## config.mk

```make
export PLATFORM = sky130hd
export DESIGN_NAME = priority_encoder
export DESIGN_NICKNAME = d
export VERILOG_FILES = /design/src/rtl/priority_encoder.sv
export SDC_FILE = /design/constraint.sdc
export NUM_CORES = 1
export LEC_CHECK = 0
export ABC_AREA = 1
export CORE_AREA = 2 2 39 41
export DETAILED_ROUTE_END_ITERATION = 8
export DIE_AREA = 0 0 41 43
export DONT_BUFFER_PORTS = 1
export PLACE_DENSITY_LB_ADDON = 0.2
export SLEW_MARGIN = 20
export SYNTH_ARGS = -nofsm -noshare
export SYNTH_HDL_FRONTEND = slang
export SYNTH_SLANG_ARGS = --single-unit
```

## constraint.sdc

```tcl
create_clock -name clk -period 1.2 [get_ports clk]
set_input_delay 0.3 -clock clk [delete_from_list [all_inputs] [get_ports clk]]
set_output_delay 0.3 -clock clk [all_outputs]
set_load 0.02 [all_outputs]
```

## src/rtl/priority_encoder.sv

```systemverilog
// Registered priority encoder: reports the index of the highest set request bit
// together with a valid flag, one clock after sampling.
module priority_encoder #(
    parameter  int WIDTH = 8,
    localparam int OUT_W = $clog2(WIDTH)
) (
    input  logic             clk,
    input  logic             rst,
    input  logic [WIDTH-1:0] in,
    output logic [OUT_W-1:0] out,
    output logic             valid
);

    logic [OUT_W-1:0] next_out;
    logic             next_valid;

    // Ascending scan: later (higher) set bits overwrite earlier ones, so the MSB wins.
    always_comb begin
        next_out   = '0;
        next_valid = 1'b0;
        for (int unsigned i = 0; i < WIDTH; i++) begin
            if (in[i]) begin
                next_out   = OUT_W'(i);
                next_valid = 1'b1;
            end
        end
    end

    always_ff @(posedge clk or posedge rst) begin
        if (rst) begin
            out   <= '0;
            valid <= 1'b0;
        end else begin
            out   <= next_out;
            valid <= next_valid;
        end
    end

endmodule

```

==> results.ini <==
[status]
status=complete, no violations

[place]
post-place-cells=41
dp_hpwl_microns=315
gp_congestion=0.665
numPortBuffers=0

[timing]
tightest_slew_ps=201
slew_viol_final=0
timing.fmax_ghz=1.03
setup_viol=0
min_period_ps=969
finalSetupTns_ps=0
min_period_over_period_pct=80.7
relSlewSlack_pct=86.6
hold_viol_final=0
rsz0062_at_grt=false

[logic_synthesis]
yosys.cell_types.count=6
yosys_warnings=0
synth_edf_count=0
yosysSeqAreaShare_pct=55.2
synth_ff_type=dfrtp_1
yosys-top-cells-count=nand2_1 (10), inv_1 (7), dfrtp_1 (4)
syn_area_sq_um=181
ys_ff_latch=4
yosysMostFrequentCell=nand2_1
syn_inst=25
avgSynthCellArea_sq_um=7.26
synthTopCellsByArea=dfrtp_1 (55%), nand2_1 (21%), inv_1 (14%), nor2_1 (4.1%), nand3_1 (2.8%)
synth.largest_area_cell=dfrtp_1
syn_nets=35
synthArstFlopShare_pct=100
synth_top_area_share_pct=55.2

[layout]
fill_cells=161
final_util_pct=16.9
instances_no_fill=45
area_delta_synth_final_pct=29.0
nets=41
antenna_cells=0
drive_gt1_share_pct=10.3

[clock_network]
root_buffer=clkbuf_4
numCtsBuffers=3
cts.clk_slew.worst_paths_ps=40
cts_sinks=4
cts_max_level=1
clock_path_buffers=2
tritoncts=done

[grt]
grt_remaining_overflow=0
grt_pass1_wl_microns=641
grt.total_usage_pct=5.83
antenna_found_initial=0
grt_start_max_net_pins=5
grt_pass1_vias=176

[critical_path]
crit_arrival_ps=670
crit_path_start_kind=flip-flop
path_max_fanout=1
cp_num_cells=0
critPathCapture=out[2]
startpoint=out[2]
cp-end-kind=primary output
worstSetupPathType=flip-flop to primary output
critPathRequiredTime_ps=900

[floorplanning]
die_y_microns=43
core_sq_um=1380
io_pins=14
start_util_pct=13.1
die_x_microns=41
rows=14
die_area_sq_um=1760

[routing]
via_count=145
drt_iter0_markers=1
wl_microns=365
antenna_left=0
drc=0
drt-wirelength-per-cell_microns=8.11
drt_first_pass_iters=2
viasPerCell=3.22

[pwr]
finalPower_w=0.000335
p_leak_nw=0.121
cellPowerDensity_nw_per_um2=1430
irDropWorstVdd_v=0.000211

[min_path]
worstHoldPathType=input port to flip-flop
worstHoldStart=in[7]

[run]
maxCapViolations=0

==> cell type report <==
| class | count | area, sq um | share of cell area, % |
|---|---|---|---|
| Timing Repair Buffer | 1 | 10.0 | 4.28 |
| Inverter | 7 | 26.3 | 11.2 |
| Multi-Input combinational cell | 14 | 55.1 | 23.5 |
| Sequential cell | 4 | 100 | 42.8 |
| Tap cell | 16 | 20.0 | 8.56 |
| Clock buffer | 3 | 22.5 | 9.63 |
==> timing repair <==
action,4_1_cts,5_1_grt
resized for setup,0,0
setup buffers,0,0
hold endpoints to repair,4,0
hold buffers,1,0
==> worst min-delay path by stage <==
| stage | to | slack, ps | cells past startpoint |
|---|---|---|---|
| after floorplan | out[0] | 70 | 1 |
| after global placement | out[0] | 70 | 1 |
| after detailed placement | out[0] | 80 | 1 |
| after CTS | out[0] | 160 | 2 |
| after global routing | out[0] | 170 | 2 |
| final | out[0] | 170 | 2 |
==> report_power, final <==
part	leakage [nW]	switching, W	internal [W]
clock network	0.0138	0.0000507	0.000112
registers	0.0387	0.00000866	0.000141
logic	0.0687	0.0000137	0.00000925
total	0.121	0.0000730	0.000262
==> kinds of logic after synthesis <==
kind of cell,share of synthesized area (%)
simple gates,30.3
buf+inv,14.5
flops,55.2
==> stage by stage <==
| stage | hold WS [ps] | worst slack, ps | instance area, sq um |
|---|---|---|---|
| 2_1_floorplan | 66.1 | 477 | 181 |
| 3_3_place_gp | 70.8 | 406 | 201 |
| 3_5_place_dp | 77.8 | 385 | 201 |
| 4_1_cts | 163 | 215 | 234 |
| 5_1_grt | 172 | 208 | 234 |
| 6_report | 174 | 231 | 234 |
==> flip-flops by register name (all words and copies together), names as in the netlist <==
register / count
valid: 1
out: 3
==> placed cells by master, fill, tap and decap left out <==
master,Yosys,layout
nor2_1,2,2
nand2_1,10,10
nand3_1,1,1
dlygate4sd3_1,0,1
clkbuf_4,0,3
nor3_1,1,1
dfrtp_1,4,4
inv_1,7,7
==> per-layer routing <==
layer | global-route usage (%) | part of all wire [%] | up-vias
li1 | - | - | 78
met3 | 2.09 | 9.9 | 0
met1 | 6.13 | 42 | 56
met2 | 7.19 | 48 | 11
met5 | 0 | 0 | -
met4 | 8.00 | 0 | 0
Power figures use the tool's default switching activity.
